--- src/rtl/mips_ctrl_pkg.sv ---
// Shared definitions for the MIPS multi-cycle controller: state codes, opcodes,
// mux/ALU encodings and the packed control word driven each cycle.
package mips_ctrl_pkg;

    typedef logic [3:0] state_t;

    localparam state_t S_FETCH    = 4'd0;
    localparam state_t S_DECODE   = 4'd1;
    localparam state_t S_MEM_ADDR = 4'd2;
    localparam state_t S_MEM_RD   = 4'd3;
    localparam state_t S_MEM_WB   = 4'd4;
    localparam state_t S_MEM_WR   = 4'd5;
    localparam state_t S_R_EXEC   = 4'd6;
    localparam state_t S_R_WB     = 4'd7;
    localparam state_t S_BRANCH   = 4'd8;
    localparam state_t S_JUMP     = 4'd9;

    localparam logic [5:0] OPC_RTYPE = 6'd0;
    localparam logic [5:0] OPC_LW    = 6'd35;
    localparam logic [5:0] OPC_SW    = 6'd43;
    localparam logic [5:0] OPC_BEQ   = 6'd4;
    localparam logic [5:0] OPC_BNE   = 6'd5;
    localparam logic [5:0] OPC_J     = 6'd2;

    localparam logic [1:0] SRCB_REG    = 2'd0;
    localparam logic [1:0] SRCB_FOUR   = 2'd1;
    localparam logic [1:0] SRCB_IMM    = 2'd2;
    localparam logic [1:0] SRCB_IMM_SH = 2'd3;

    localparam logic [1:0] ALUOP_ADD   = 2'd0;
    localparam logic [1:0] ALUOP_SUB   = 2'd1;
    localparam logic [1:0] ALUOP_FUNCT = 2'd2;

    localparam logic [1:0] PCSRC_ALU    = 2'd0;
    localparam logic [1:0] PCSRC_ALUOUT = 2'd1;
    localparam logic [1:0] PCSRC_JUMP   = 2'd2;

    typedef struct packed {
        logic       pc_en;
        logic       i_or_d;
        logic       mem_read;
        logic       mem_write;
        logic       ir_write;
        logic       reg_dst;
        logic       mem_to_reg;
        logic       reg_write;
        logic       alu_src_a;
        logic [1:0] alu_src_b;
        logic [1:0] alu_op;
        logic [1:0] pc_source;
        logic       instr_done;
    } ctrl_t;

endpackage

--- src/rtl/mips_ctrl_decode.sv ---
// Combinational Moore decode: maps the current state (plus opcode, Zero and
// MemReady where a state depends on them) to the datapath control word.
module mips_ctrl_decode
    import mips_ctrl_pkg::*;
#(
    parameter logic [5:0] OP_RTYPE = OPC_RTYPE,
    parameter logic [5:0] OP_LW    = OPC_LW,
    parameter logic [5:0] OP_SW    = OPC_SW,
    parameter logic [5:0] OP_BEQ   = OPC_BEQ,
    parameter logic [5:0] OP_BNE   = OPC_BNE,
    parameter logic [5:0] OP_J     = OPC_J
) (
    input  state_t     state,
    input  logic [5:0] opcode,
    input  logic       zero,
    input  logic       mem_ready,
    output ctrl_t      ctrl,
    output logic       op_illegal
);

    always_comb begin
        op_illegal = !((opcode == OP_RTYPE) || (opcode == OP_LW) || (opcode == OP_SW) ||
                       (opcode == OP_BEQ) || (opcode == OP_BNE) || (opcode == OP_J));
    end

    always_comb begin
        ctrl = '0;
        case (state)
            S_FETCH: begin
                ctrl.mem_read  = 1'b1;
                ctrl.alu_src_b = SRCB_FOUR;
                ctrl.alu_op    = ALUOP_ADD;
                ctrl.pc_source = PCSRC_ALU;
                ctrl.ir_write  = mem_ready;
                ctrl.pc_en     = mem_ready;
            end
            S_DECODE: begin
                // Branch target is precomputed into ALUOut here.
                ctrl.alu_src_b  = SRCB_IMM_SH;
                ctrl.alu_op     = ALUOP_ADD;
                ctrl.instr_done = op_illegal;
            end
            S_MEM_ADDR: begin
                ctrl.alu_src_a = 1'b1;
                ctrl.alu_src_b = SRCB_IMM;
                ctrl.alu_op    = ALUOP_ADD;
            end
            S_MEM_RD: begin
                ctrl.i_or_d   = 1'b1;
                ctrl.mem_read = 1'b1;
            end
            S_MEM_WB: begin
                ctrl.mem_to_reg = 1'b1;
                ctrl.reg_write  = 1'b1;
                ctrl.instr_done = 1'b1;
            end
            S_MEM_WR: begin
                ctrl.i_or_d     = 1'b1;
                ctrl.mem_write  = 1'b1;
                ctrl.instr_done = mem_ready;
            end
            S_R_EXEC: begin
                ctrl.alu_src_a = 1'b1;
                ctrl.alu_src_b = SRCB_REG;
                ctrl.alu_op    = ALUOP_FUNCT;
            end
            S_R_WB: begin
                ctrl.reg_dst    = 1'b1;
                ctrl.reg_write  = 1'b1;
                ctrl.instr_done = 1'b1;
            end
            S_BRANCH: begin
                ctrl.alu_src_a  = 1'b1;
                ctrl.alu_src_b  = SRCB_REG;
                ctrl.alu_op     = ALUOP_SUB;
                ctrl.pc_source  = PCSRC_ALUOUT;
                ctrl.instr_done = 1'b1;
                ctrl.pc_en      = ((opcode == OP_BEQ) && zero) || ((opcode == OP_BNE) && !zero);
            end
            S_JUMP: begin
                ctrl.pc_source  = PCSRC_JUMP;
                ctrl.pc_en      = 1'b1;
                ctrl.instr_done = 1'b1;
            end
            default: ctrl = '0;
        endcase
    end

endmodule

--- src/rtl/mips_multicycle_ctrl.sv ---
// MIPS multi-cycle main controller: state register, next-state logic and the
// sticky Illegal flag; control outputs come from mips_ctrl_decode.
module mips_multicycle_ctrl
    import mips_ctrl_pkg::*;
#(
    parameter logic [5:0] OP_RTYPE = OPC_RTYPE,
    parameter logic [5:0] OP_LW    = OPC_LW,
    parameter logic [5:0] OP_SW    = OPC_SW,
    parameter logic [5:0] OP_BEQ   = OPC_BEQ,
    parameter logic [5:0] OP_BNE   = OPC_BNE,
    parameter logic [5:0] OP_J     = OPC_J
) (
    input  logic       CLK,
    input  logic       RESET,
    input  logic [5:0] opcode,
    input  logic       Zero,
    input  logic       MemReady,
    output logic       PCEn,
    output logic       IorD,
    output logic       MemRead,
    output logic       MemWrite,
    output logic       IRWrite,
    output logic       RegDst,
    output logic       MemtoReg,
    output logic       RegWrite,
    output logic       ALUSrcA,
    output logic [1:0] ALUSrcB,
    output logic [1:0] ALUOp,
    output logic [1:0] PCSource,
    output logic       InstrDone,
    output logic       Illegal
);

    state_t state_q, state_d;
    logic   illegal_q;
    logic   op_illegal;
    ctrl_t  ctrl, ctrl_out;

    mips_ctrl_decode #(
        .OP_RTYPE (OP_RTYPE),
        .OP_LW    (OP_LW),
        .OP_SW    (OP_SW),
        .OP_BEQ   (OP_BEQ),
        .OP_BNE   (OP_BNE),
        .OP_J     (OP_J)
    ) u_decode (
        .state      (state_q),
        .opcode     (opcode),
        .zero       (Zero),
        .mem_ready  (MemReady),
        .ctrl       (ctrl),
        .op_illegal (op_illegal)
    );

    always_comb begin
        state_d = state_q;
        case (state_q)
            S_FETCH:  if (MemReady) state_d = S_DECODE;
            S_DECODE: begin
                if ((opcode == OP_LW) || (opcode == OP_SW)) state_d = S_MEM_ADDR;
                else if (opcode == OP_RTYPE)                state_d = S_R_EXEC;
                else if ((opcode == OP_BEQ) || (opcode == OP_BNE)) state_d = S_BRANCH;
                else if (opcode == OP_J)                    state_d = S_JUMP;
                else                                        state_d = S_FETCH;
            end
            S_MEM_ADDR: state_d = (opcode == OP_LW) ? S_MEM_RD :
                                  (opcode == OP_SW) ? S_MEM_WR : S_FETCH;
            S_MEM_RD:   if (MemReady) state_d = S_MEM_WB;
            S_MEM_WB:   state_d = S_FETCH;
            S_MEM_WR:   if (MemReady) state_d = S_FETCH;
            S_R_EXEC:   state_d = S_R_WB;
            S_R_WB:     state_d = S_FETCH;
            S_BRANCH:   state_d = S_FETCH;
            S_JUMP:     state_d = S_FETCH;
            default:    state_d = S_FETCH;
        endcase
    end

    always_ff @(posedge CLK) begin
        if (RESET) begin
            state_q   <= S_FETCH;
            illegal_q <= 1'b0;
        end else begin
            state_q <= state_d;
            if ((state_q == S_DECODE) && op_illegal) illegal_q <= 1'b1;
        end
    end

    // Reset silences every strobe so an aborted access cannot write.
    assign ctrl_out = RESET ? '0 : ctrl;

    assign PCEn      = ctrl_out.pc_en;
    assign IorD      = ctrl_out.i_or_d;
    assign MemRead   = ctrl_out.mem_read;
    assign MemWrite  = ctrl_out.mem_write;
    assign IRWrite   = ctrl_out.ir_write;
    assign RegDst    = ctrl_out.reg_dst;
    assign MemtoReg  = ctrl_out.mem_to_reg;
    assign RegWrite  = ctrl_out.reg_write;
    assign ALUSrcA   = ctrl_out.alu_src_a;
    assign ALUSrcB   = ctrl_out.alu_src_b;
    assign ALUOp     = ctrl_out.alu_op;
    assign PCSource  = ctrl_out.pc_source;
    assign InstrDone = ctrl_out.instr_done;
    assign Illegal   = illegal_q & ~RESET;

endmodule

--- config.mk ---
export PLATFORM = sky130hd
export DESIGN_NAME = mips_multicycle_ctrl
export DESIGN_NICKNAME = d
export VERILOG_FILES = /design/src/rtl/mips_ctrl_pkg.sv /design/src/rtl/mips_ctrl_decode.sv /design/src/rtl/mips_multicycle_ctrl.sv
export SDC_FILE = /design/constraint.sdc
export NUM_CORES = 1
export LEC_CHECK = 0
export CAP_MARGIN = 15
export CORE_MARGIN = 4
export CORE_UTILIZATION = 37
export CTS_CLUSTER_SIZE = 20
export DETAILED_ROUTE_END_ITERATION = 12
export GPL_ROUTABILITY_DRIVEN = 0
export PLACE_DENSITY = 0.73
export SYNTH_ARGS = -nofsm -noshare
export SYNTH_HDL_FRONTEND = slang
export SYNTH_SLANG_ARGS = --single-unit
--- constraint.sdc ---
create_clock -name CLK -period 1.05 [get_ports CLK]
set_input_delay 0.105 -clock CLK [delete_from_list [all_inputs] [get_ports CLK]]
set_output_delay 0.105 -clock CLK [all_outputs]
set_load 0.02 [all_outputs]
==> results of run 1 <==
kinds of logic after synthesis:
logic type | Yosys count
buffers and inverters | 10
and+or+nand+nor | 49
AOI/OAI and AO/OA | 20
DFF | 5
xor gates and xnor gates | 3
muxes | 1
Yosys cell counts, types with 2 or more instances:
library cell  count
nor2b_1           2
xor2_1            2
a311oi_1          2
dfxtp_1           5
nor3b_1           5
nor3_1            5
buf_2             5
o21ai_1           5
a21oi_1           2
nor2_1            8
nand2b_1          2
nor2_2            2
nor4_1            6
o21ai_0           3
nand4_1           2
nand2_1           6
clkbuf_1          2
stage by stage:
| step | setup WS, ns | cell area [µm²] | cells | hold slack (ns) |
|---|---|---|---|---|
| floorplan | -0.1835 | 863.3 | 88 | 0.2422 |
| global placement | -0.9962 | 1345 | 160 | 0.4563 |
| detailed placement | -1.074 | 1345 | 160 | 0.4654 |
==> results.txt, run 1 <==
Max Root-Sink Buffers - 2
Synth Area in Adders - 0%
Number of enable flip-flop cells after synthesis - 0
IO buf count - 26
Hold-fix buffers, CTS - 0
FF+latch count, synth - 5
H-tree levels - 1
Row Count - 14
Mapped cell area - 641.9 µm²
Mean post-synth cell area - 7.294 µm²
DP Wirelength - 2202 µm
Syn Inst Count - 88
Root Driver - clkbuf_4
CTS buffer count - 3
Sequential area share after synthesis - 15.59%
Synth async-reset ratio - 0%
Mux share of post-synthesis cell area - 1.559%
Top post-synthesis cells by area - dfxtp_1 (16%), nor3b_1 (5.8%), nor4_1 (5.8%)
Post-synthesis compound-gate area fraction - 21.83%
Post-CTS sizing - 143
Synth Net Count - 98
Setup Buffers After CTS - 12
Post-synthesis simple-gate area fraction - 48.93%
Largest family of logic cells by synthesized area - simple AND/OR/NAND/NOR gates
Yosys cell types - 41
Initial core utilization - 40.71%
Leading area contributor after synthesis - dfxtp_1
Chip Width - 49.65 µm
Primary FF master, synth - dfxtp_1
Ys Warns - 0
# IOs - 27
Clk sink count - 5
First Err - [ERROR DPL-0038] Utilization greater than 100%, impossible to legalize
Failing step - clock tree synthesis (4_1_cts)
Die Y - 49.65 µm
Status - did not finish
Yosys top cell area share - 15.59%
Synth Area in XOR/XNOR - 4.094%
==> run 2, diff against run 1 <==
Settings changed: CORE_AREA set to 4 4 65 67, CORE_MARGIN 4 to unset, CORE_UTILIZATION 37 to unset, CTS_CLUSTER_SIZE 20 to unset, DIE_AREA set to 0 0 69 71, PLACE_DENSITY 0.73 to unset, PLACE_DENSITY_LB_ADDON set to 0.15.
Clock period 1.05 ns to 1.4 ns, I/O delays scaled along.
==> run 2 against run 1 <==
Effect of this change:
- the flow now finishes, with violations (setup timing)
- synthesized cell count is the same
- synthesized area is the same
==> results.txt, run 2 <==
CTS tree - done
Commonest non-fill, non-tap cell in the layout - buf_4
Row Count - 22
Clk sink count - 5
# DRC - 0
Switching power - 0.0001881 W
Critical Path Start Type - flop
Final worst slack - -0.1744 ns
Chip Width - 69 µm
Rel. slew slack - 78.20%
Worst path slowest cell - or3_4
Maximum vdd ir drop - 198.1 µV
Synth async-reset ratio - 0%
Worst Setup SP - state_q[2]$_SDFFE_PP0P_
Status - complete, but fails checks
P per Cell Area - 430.7 nW/µm²
Max Root-Sink Buffers - 2
DRT antenna net count - 0
RSZ-0062 raised after global routing - true
Primary FF master, synth - dfxtp_1
H-tree levels - 1
Root Driver - clkbuf_8
Hold-fix buffers, CTS - 0
Worst path arrival time - 1.43 ns
Total Routing Usage GR - 11.62%
Number of enable flip-flop cells after synthesis - 0
Routed WL - 2794 µm
Crit end category - output pin
Nets@finish - 171
Top post-synthesis cells by area - dfxtp_1 (16%), nor3b_1 (5.8%), nor4_1 (5.8%)
# IOs - 27
Crit path max-delay family - simple AND/OR/NAND/NOR gates
Worst Clk Skew - 0.001027 ns
Core Area - 3633 µm²
Most common cell on crit path - buf_6
Largest regs - state_q (4), illegal_q (1)
P_leak - 0.6740 nW
Hold Vio Cnt, Final - 0
Final Power - 0.0006580 W
DP Worst Slack - -0.7236 ns
CTS buffer count - 3
Largest stage delay, worst path - 0.42 ns
Largest net degree at the start of global routing - 16
Slew Viols, Final - 0
Register name with the most flops - state_q
Slew @ Worst Pin - 0.3248 ns
Die Y - 71 µm
First-pass GRT wire length - 4788 µm
Yosys cell types - 41
Syn Inst Count - 88
Initial antenna violation count - 0
Min-delay src - RESET
Share of cells above drive strength 1 - 63.13%
Worst hold slack - 0.4500 ns
Cell with the most instances after synthesis - nor2_1
Sequential area share after synthesis - 15.59%
Critical Path RT - 1.26 ns
Post-synth top cells - nor2_1 (8), nand2_1 (6), nor4_1 (6)
Skew-Pair Late Insertion Delay - 0.22 ns
Vias per cell - 4.553
Ys Warns - 0
DP Wirelength - 1878 µm
Grt ovf - 0
Synth Net Count - 98
Clock share of power - 40.8%
N_diodes - 0
Fin crit period - 1.574 ns
Crit path cell chain - or3_4, buf_6, buf_6, a21oi_4, buf_6
Vias in the first global route - 1006
Most frequent cells in the layout - buf_4 (44), buf_6 (13), dlygate4sd2_1 (8), buf_2 (6)
Logic pwr share - 36.2%
Int Power - 0.0004699 W
Via count - 947
Flop pwr share - 23.0%
Net Sw Frac - 28.58%
IO buf count - 26
Max cap viols - 0
1st-iter DRT viols - 23
Yosys top cell area share - 15.59%
Tcrit/Tclk final - 112.5%
Clk pin slew, worst setup/hold paths - 0.03 ns
FF+latch count, synth - 5
Mapped cell area - 641.9 µm²
Syn-to-layout area delta - 138.0%
Finish-stage setup viols - 10
Die area - 4899 µm²
Fmax - 635.2 MHz
CP Class - flop to output pin
Violated checks - setup timing
Leading area contributor after synthesis - dfxtp_1
Initial core utilization - 17.67%
Detailed Routing Iterations Pass 1 - 4
Hold crit path type - primary input to flop
Reg2reg start - state_q[2]$_SDFFE_PP0P_
Mean post-synth cell area - 7.294 µm²
Wire length per cell - 13.43 µm
WP buf/inv - 3
Max reg flops - 4
Worst Path Max Fanout - 4
==> run 2: cell counts after synthesis <==
No cell type changed its count.
==> run 2: power groups by stage <==
| stage | Clock [W] | Sequential (W) | Combinational (W) |
|---|---|---|---|
| after detailed placement | 0 | 0.000153 | 0.000188 |
| after global routing | 0.000288 | 0.000152 | 0.000257 |
| after floorplan | 0 | 0.000151 | 0.0000763 |
| after global placement | 0 | 0.000153 | 0.000189 |
| after CTS | 0.000277 | 0.000151 | 0.000211 |
| final | 0.000269 | 0.000151 | 0.000238 |
==> run 2: path summary, 6_finish.rpt <==
check / endpoint / slack [ns] / cells past startpoint
min reg2reg: illegal_q$_SDFFE_PP0P_ / 0.46 / 2
min: state_q[1]$_SDFFE_PP0P_ / 0.45 / 3
max: PCEn / -0.17 / 5
max reg2reg: state_q[0]$_SDFFE_PP0P_ / 0.03 / 7
==> run 2: metrics by stage <==
stage	area, µm²	utilization, %	TNS (ns)	cells
after floorplan	659.4	-	-0.3549	88
after global placement	1199	32.99	-8.995	189
after detailed placement	1199	32.99	-9.005	189
after CTS	1415	38.95	-1.040	204
after global routing	1528	42.05	-1.963	208
final	1528	42.05	-0.9439	208
==> run 2: timing repair <==
| item | CTS | global route |
|---|---|---|
| gates cloned | 1 | 1 |
| pin swaps | 11 | 3 |
| setup endpoints to repair | 19 | 18 |
| setup buffers | 10 | 3 |
| gates resized for setup | 124 | 11 |
==> run 2: tightest hold or removal path, cell delays in order <==
cell and delay, ns:
dlygate4sd2_1 0.25, or3_4 0.17, o31ai_1 0.07
==> run 2: kinds of logic (layout without fill, tap and decap cells) <==
| logic type | Yosys count | after routing | synth area share, % |
|---|---|---|---|
| flip-flops | 5 | 5 | 15.60 |
| XOR/XNOR | 3 | 3 | 4.094 |
| multiplexers | 1 | 1 | 1.560 |
| AO/OA/AOI/OAI | 20 | 20 | 21.83 |
| AND/OR/NAND/NOR | 49 | 49 | 48.93 |
| buffers and inverters | 10 | 82 | 7.991 |
==> run 2: cell type report <==
class / instances / area (µm²)
clock buffers: 4 / 45.04
multi-input cells: 73 / 660.6
inverters: 2 / 7.507
repair buffers: 76 / 648.1
well taps: 48 / 60.06
flip-flops and latches: 5 / 106.4
fillers: 373 / 2106
==> run 2: per-layer routing <==
metal / track usage (%) / vias to the layer above / part of all wire, %
met5: 0 / - / 0
met4: 5.423 / 0 / 4.4
met3: 1.705 / 12 / 3.4
met2: 20.76 / 32 / 49
met1: 13.61 / 429 / 44
li1: - / 474 / -
Note: power is estimated with default switching activity, not from simulation.
